===== config.mk =====
export PLATFORM = sky130hd
export DESIGN_NAME = mem_access
export DESIGN_NICKNAME = d
export VERILOG_FILES = /design/src/rtl/mspu_pkg.sv /design/src/rtl/mem_access_lane_align.sv /design/src/rtl/mem_access.sv
export SDC_FILE = /design/constraint.sdc
export NUM_CORES = 1
export LEC_CHECK = 0
export CORE_ASPECT_RATIO = 0.75
export CORE_MARGIN = 1.5
export CORE_UTILIZATION = 25
export DETAILED_ROUTE_END_ITERATION = 8
export PLACE_DENSITY = 0.47
export REMOVE_ABC_BUFFERS = 1
export SLEW_MARGIN = 20
export SYNTH_ARGS = -nofsm -noshare
export SYNTH_HDL_FRONTEND = slang
export SYNTH_SLANG_ARGS = --single-unit

===== constraint.sdc =====
create_clock -name clk -period 8.8 [get_ports clk]
set_clock_uncertainty 0.05 [all_clocks]
set_input_delay 1.76 -clock clk [delete_from_list [all_inputs] [get_ports clk]]
set_output_delay 1.76 -clock clk [all_outputs]
set_load 0.05 [all_outputs]

===== src/rtl/mspu_pkg.sv =====
// mspu_pkg: definitions shared by the memory-access stage and its helpers.
//   SIZE_*        encodings of the 2-bit access size (3 is treated as word)
//   state_t       memory-stage FSM states
//   is_misaligned true when an access cannot be served by a single aligned lane
package mspu_pkg;

  localparam logic [1:0] SIZE_BYTE = 2'd0;
  localparam logic [1:0] SIZE_HALF = 2'd1;
  localparam logic [1:0] SIZE_WORD = 2'd2;

  typedef enum logic {
    IDLE = 1'b0,
    WAIT = 1'b1
  } state_t;

  function automatic logic is_misaligned(input logic [1:0] size,
                                         input logic [1:0] addr_lo);
    logic mis;
    case (size)
      SIZE_BYTE: mis = 1'b0;
      SIZE_HALF: mis = addr_lo[0];
      default:   mis = (addr_lo != 2'b00);
    endcase
    return mis;
  endfunction

endpackage


===== src/rtl/mem_access_lane_align.sv =====
// lane_align: purely combinational byte-lane formatting for the memory stage.
//   Store side: st_size/st_addr_lo/st_data -> st_be (byte enables) and
//               st_wdata (store data replicated across every candidate lane).
//   Load side:  ld_size/ld_addr_lo/ld_unsigned/ld_rdata -> ld_data, the
//               selected byte/half/word sign- or zero-extended to 32 bits.
module lane_align
  import mspu_pkg::*;
(
  input  logic [1:0]  st_size,
  input  logic [1:0]  st_addr_lo,
  input  logic [31:0] st_data,
  output logic [3:0]  st_be,
  output logic [31:0] st_wdata,
  input  logic [1:0]  ld_size,
  input  logic [1:0]  ld_addr_lo,
  input  logic        ld_unsigned,
  input  logic [31:0] ld_rdata,
  output logic [31:0] ld_data
);

  logic [7:0]  ld_byte;
  logic [15:0] ld_half;

  always_comb begin
    st_be    = '0;
    st_wdata = '0;
    case (st_size)
      SIZE_BYTE: begin
        st_be    = 4'b0001 << st_addr_lo;
        st_wdata = {4{st_data[7:0]}};
      end
      SIZE_HALF: begin
        // addr[0] is ignored here; only the half-word lane matters
        st_be    = st_addr_lo[1] ? 4'b1100 : 4'b0011;
        st_wdata = {2{st_data[15:0]}};
      end
      default: begin
        st_be    = 4'b1111;
        st_wdata = st_data;
      end
    endcase
  end

  always_comb begin
    ld_byte = '0;
    ld_half = '0;
    ld_data = '0;
    case (ld_addr_lo)
      2'd0:    ld_byte = ld_rdata[7:0];
      2'd1:    ld_byte = ld_rdata[15:8];
      2'd2:    ld_byte = ld_rdata[23:16];
      default: ld_byte = ld_rdata[31:24];
    endcase
    ld_half = ld_addr_lo[1] ? ld_rdata[31:16] : ld_rdata[15:0];
    case (ld_size)
      SIZE_BYTE: ld_data = ld_unsigned ? {24'h000000, ld_byte}
                                       : {{24{ld_byte[7]}}, ld_byte};
      SIZE_HALF: ld_data = ld_unsigned ? {16'h0000, ld_half}
                                       : {{16{ld_half[15]}}, ld_half};
      default:   ld_data = ld_rdata;
    endcase
  end

endmodule


===== src/rtl/mem_access.sv =====
// mem_access: pipeline stage after execute. Non-memory ops pass straight to
// write-back with one cycle of latency; loads/stores issue one request on a
// single-outstanding req/ack data bus and stall execute until the ack.
//
// Optional feature (macro MEM_ACCESS_MISALIGN_TRAP_EN): misaligned half/word
// accesses are dropped without a bus request and flagged on 'misaligned'
// for one cycle. Without the macro 'misaligned' is tied low and the unused
// low address bits are ignored.
//
// Ports:
//   clk, reset            clock; asynchronous active-high reset
//   run + *_in, alu_result, unsigned_flag, mem_to_reg_in
//                         execute-stage bundle, sampled only while idle
//   stall                 execute must hold its outputs (transaction pending)
//   run_out, wb_data, rd_out, reg_we_out
//                         write-back bundle, run_out pulses once per op
//   misaligned            one-cycle drop indication (feature build only)
//   dmem_req/addr/we/be/wdata, dmem_ack, dmem_rdata
//                         data-memory bus; request fields stable until ack
module mem_access
  import mspu_pkg::*;
(
  input  logic        clk,
  input  logic        reset,
  input  logic        run,
  input  logic [31:0] alu_result,
  input  logic [1:0]  bytes_in,
  input  logic [31:0] wdata_in,
  input  logic        we_in,
  input  logic        re_in,
  input  logic        mem_to_reg_in,
  input  logic        unsigned_flag,
  input  logic [4:0]  rd_in,
  input  logic        reg_we_in,
  output logic        stall,
  output logic        run_out,
  output logic [31:0] wb_data,
  output logic [4:0]  rd_out,
  output logic        reg_we_out,
  output logic        misaligned,
  output logic        dmem_req,
  output logic [31:0] dmem_addr,
  output logic        dmem_we,
  output logic [3:0]  dmem_be,
  output logic [31:0] dmem_wdata,
  input  logic        dmem_ack,
  input  logic [31:0] dmem_rdata
);

  state_t state, state_next;

  // Transaction context captured at issue time
  logic [31:0] lat_addr;
  logic [1:0]  lat_size;
  logic        lat_unsigned;
  logic        lat_m2r;
  logic [4:0]  lat_rd;
  logic        lat_rwe;

  logic        is_mem;
  logic        trap;
  logic        accept_mem;
  logic        retire_mem;

  logic [3:0]  st_be;
  logic [31:0] st_wdata;
  logic [31:0] ld_data;

  lane_align u_lane_align (
    .st_size     (bytes_in),
    .st_addr_lo  (alu_result[1:0]),
    .st_data     (wdata_in),
    .st_be       (st_be),
    .st_wdata    (st_wdata),
    .ld_size     (lat_size),
    .ld_addr_lo  (lat_addr[1:0]),
    .ld_unsigned (lat_unsigned),
    .ld_rdata    (dmem_rdata),
    .ld_data     (ld_data)
  );

  always_comb begin
    state_next = state;
    is_mem     = we_in | re_in;
    trap       = 1'b0;
    accept_mem = 1'b0;
    retire_mem = 1'b0;
`ifdef MEM_ACCESS_MISALIGN_TRAP_EN
    trap = (state == IDLE) && run && is_mem &&
           is_misaligned(bytes_in, alu_result[1:0]);
`endif
    case (state)
      IDLE: begin
        if (run && is_mem && !trap) begin
          accept_mem = 1'b1;
          state_next = WAIT;
        end
      end
      WAIT: begin
        if (dmem_ack) begin
          retire_mem = 1'b1;
          state_next = IDLE;
        end
      end
      default: state_next = IDLE;
    endcase
  end

  always_ff @(posedge clk or posedge reset) begin
    if (reset) begin
      state <= IDLE;
    end else begin
      state <= state_next;
    end
  end

  assign stall     = (state != IDLE);
  // The word address is derived from the latched address so it can never
  // drift from the lane selection used for the load extract.
  assign dmem_addr = {lat_addr[31:2], 2'b00};

  always_ff @(posedge clk or posedge reset) begin
    if (reset) begin
      run_out      <= 1'b0;
      wb_data      <= '0;
      rd_out       <= '0;
      reg_we_out   <= 1'b0;
      dmem_req     <= 1'b0;
      dmem_we      <= 1'b0;
      dmem_be      <= '0;
      dmem_wdata   <= '0;
      lat_addr     <= '0;
      lat_size     <= SIZE_BYTE;
      lat_unsigned <= 1'b0;
      lat_m2r      <= 1'b0;
      lat_rd       <= '0;
      lat_rwe      <= 1'b0;
    end else begin
      run_out <= 1'b0;
      if (accept_mem) begin
        lat_addr     <= alu_result;
        lat_size     <= bytes_in;
        lat_unsigned <= unsigned_flag;
        lat_m2r      <= mem_to_reg_in;
        lat_rd       <= rd_in;
        lat_rwe      <= reg_we_in;
        dmem_req     <= 1'b1;
        dmem_we      <= we_in;
        dmem_be      <= st_be;
        dmem_wdata   <= st_wdata;
      end else if (retire_mem) begin
        dmem_req   <= 1'b0;
        run_out    <= 1'b1;
        // dmem_we still holds the issued direction: 0 means a load
        wb_data    <= (!dmem_we && lat_m2r) ? ld_data : lat_addr;
        rd_out     <= lat_rd;
        reg_we_out <= lat_rwe;
      end else if (state == IDLE && run) begin
        // plain ALU op, or a dropped misaligned access
        run_out    <= 1'b1;
        wb_data    <= alu_result;
        rd_out     <= rd_in;
        reg_we_out <= reg_we_in & ~trap;
      end
    end
  end

`ifdef MEM_ACCESS_MISALIGN_TRAP_EN
  always_ff @(posedge clk or posedge reset) begin
    if (reset) begin
      misaligned <= 1'b0;
    end else begin
      misaligned <= trap;
    end
  end
`else
  assign misaligned = 1'b0;
`endif

endmodule


==> impl_metrics.py <==
metrics = {
    "sta": {
        "relSlewSlack_pct": 25.99,
        "fmax_mhz": 245.0,
        "rsz0062_at_grt": "no",
        "hold_viol": 0,
        "drv_slew": 0,
        "period_needed_ps": 4081,
        "worstMarginPinSlew_ps": 1107,
        "final.period_utilization_pct": 46.38,
        "setup_tns_ps": 0,
        "holdWs_ps": 429.7,
        "setup_viol": 0,
    },
    "power": {
        "total_power_mw": 2.823,
        "switchingPower_mw": 1.226,
        "p_int_mw": 1.597,
        "peakVddDrop_mv": 0.1128,
        "power.density_nw_per_um2": 309.0,
        "clockPowerShare_pct": 23.5,
        "p_leak_nw": 3.711,
        "pwr-share-comb_pct": 46.6,
        "pwr-share-seq_pct": 29.8,
        "p_sw_share_pct": 43.43,
    },
    "global_route": {
        "antenna_found_initial": 2,
        "grt_start_max_net_pins": 85,
        "grtUsageTotal_pct": 16.84,
        "grt_pass1_vias": 5592,
        "grt_pass1_wl_um": 33920,
        "grt-ovfl-total": 0,
    },
    "worst_setup_path": {
        "reg2reg_depth": 4,
        "cp_cell_sequence": "clkdlybuf4s50_1 > o21ai_4 > buf_4 > mux2_2",
        "cpPeakStageDelay_ps": 840,
        "critPathArrivalTime_ps": 4320,
        "worstPathMaxFanout": 84,
        "path_buf_inv": 2,
        "cp.depth": 4,
        "start_kind": "input pin",
        "worst_ep_required_time_ps": 9040,
        "crit_slowest_cell": "buf_4",
        "cp-end-kind": "register",
        "critPathTopFamily": "buffers and inverters",
        "critPathKind": "in2reg",
    },
    "floorplan": {
        "io_pins": 223,
        "core-area_um2": 24900,
        "die_x_um": 186.6,
        "row_count": 50,
        "die_h_um": 140.7,
        "start_util_pct": 25.40,
        "die-area_um2": 26270,
    },
    "synthesis": {
        "async_flop_share_pct": 100.0,
        "ys.flop_type": "dfrtp_1",
        "synth_common_cells": "dfrtp_1, mux2_2, nand2_1",
        "synth_edf_count": 0,
        "syn_inst": 590,
        "yosysUniqueCellTypes": 47,
        "synth_area_um2": 6324,
        "syn_area_per_cell_um2": 10.72,
        "ys_top_cells_by_area": "dfrtp_1, mux2_2, mux2i_1",
        "synth_top_area_cell": "dfrtp_1",
        "ys_ff_latch": 120,
        "ys_seq_area_share_pct": 47.49,
        "yosys_warnings": 0,
        "yosys.area.top_type_share_pct": 47.49,
        "synth.most_common_cell": "dfrtp_1",
    },
    "detailed_routing": {
        "ant_nets": 0,
        "drt-total-wl_um": 22200,
        "drc": 0,
        "vias": 5370,
        "drtIter0Drc": 344,
        "avgViaCountPerCell": 4.829,
        "wire_per_inst_um": 19.96,
        "dr.pass1.iters": 5,
    },
    "layout": {
        "areaGrowthSynthToFinish_pct": 44.48,
        "final_util_pct": 36.69,
        "stdcell_area_um2": 9136,
        "drive_gt1_share_pct": 17.96,
        "n_fill_cell": 2514,
        "n_antenna_cell": 0,
        "finish.net_count": 874,
    },
    "flow_run": {
        "cap_violations": 0,
    },
    "clocking": {
        "path_clk_slew_ps": 50,
        "clockBufferDepth": 2,
        "postCtsSetupBuffers": 0,
        "ctsResizeCount": 0,
        "numCtsBuffers": 17,
        "clock-sinks": 120,
        "insertion_delay_ps": 410,
        "cts_tree": "done",
        "cts-root-buf": "clkbuf_16",
        "cts_hold_buffers": 0,
        "htreeDepth": 4,
    },
    "worst_hold_path": {
        "whs_path_depth": 2,
        "min_path_type": "reg2reg",
    },
    "placement": {
        "dp_hpwl_um": 15490,
        "io_buffers": 219,
        "gp_congestion": 0.7600,
        "place_area_um2": 8578,
    },
    "status": {
        "status": "completed",
    },
}
==> routing by layer <==
layer | global-route usage [%] | share of wire [%]
met5 | 0 | 0.059
met1 | 21.84 | 45
met4 | 3.862 | 0.50
met2 | 26.96 | 47
met3 | 5.925 | 7.6
==> worst reg2reg max path, delay by kind of cell, from the launching register on <==
kind            cells  cell delay [ps]
compound gates      1              170
flops               1              810
simple gates        2             1080
mux                 1              620
==> area by class of cell <==
class                           count  area [µm²]  area share [%]
Clock buffer                       19       452.9           4.958
Multi-Input combinational cell    391        2885           31.58
Sequential cell                   120        3003           32.87
Inverter                            6       25.02          0.2739
Clock inverter                     12       102.6           1.123
Timing Repair Buffer              226        2245           24.57
Tap cell                          338       422.9           4.629
==> placed cells by master (no fill, tap or decap), drive strengths merged, types with 2 or more instances in the layout <==
cell type        n
a222oi           2
clkinv           9
dfrtp          120
o32ai            6
nand2           48
mux2            71
nor3             2
a21oi           49
nor4b            2
nor2            36
inv              7
conb             3
a31oi            6
nand2b           4
clkbuf          19
and3             7
mux2i           28
nor2b            6
o221ai           8
clkdlybuf4s50  219
buf              7
a311oi           5
o22ai           22
o41ai            2
a22oi           17
o21ai           43
or3             12
==> power by group through the flow <==
stage / clock network (mW) / logic (mW) / registers (mW)
after floorplan: 0 / 0.335 / 1.33
after global placement: 0 / 1.31 / 0.844
after detailed placement: 0 / 1.32 / 0.849
after CTS: 0.684 / 1.32 / 0.843
after global routing: 0.710 / 1.38 / 0.863
final: 0.665 / 1.32 / 0.842
==> metrics by stage <==
step	std cells	worst slack (ps)
2_1_floorplan	517	2465
3_3_place_gp	1081	4344
3_5_place_dp	1081	4254
4_1_cts	1112	4692
5_1_grt	1112	4553
6_report	1112	4719
==> cells by family after synthesis <==
group           Yosys count  share of synthesized area [%]
buf+inv                  81                          7.459
simple gates            122                          9.438
mux                     100                          17.97
other cells               1                        0.05930
compound gates          166                          17.59
flops                   120                          47.49
==> final timing paths <==
check / to / startpoint / slack [ps]
max: lat_addr[6] / re_in / 4720
min: dmem_be[1] / dmem_be[1] / 430
max reg2reg: wb_data[31] / lat_addr[1] / 5920
min reg2reg: dmem_be[1] / dmem_be[1] / 430
max in group asynchronous: wb_data[12] / reset / 5510
min in group asynchronous: dmem_wdata[20] / reset / 1760
==> registers in the layout, summed over array words and instances (netlist names), 2 cells and up <==
signal,count
lat_size,2
lat_rd,5
wb_data,32
rd_out,5
dmem_be,4
dmem_wdata,32
lat_addr,32
(Power assumes the default switching activity.)
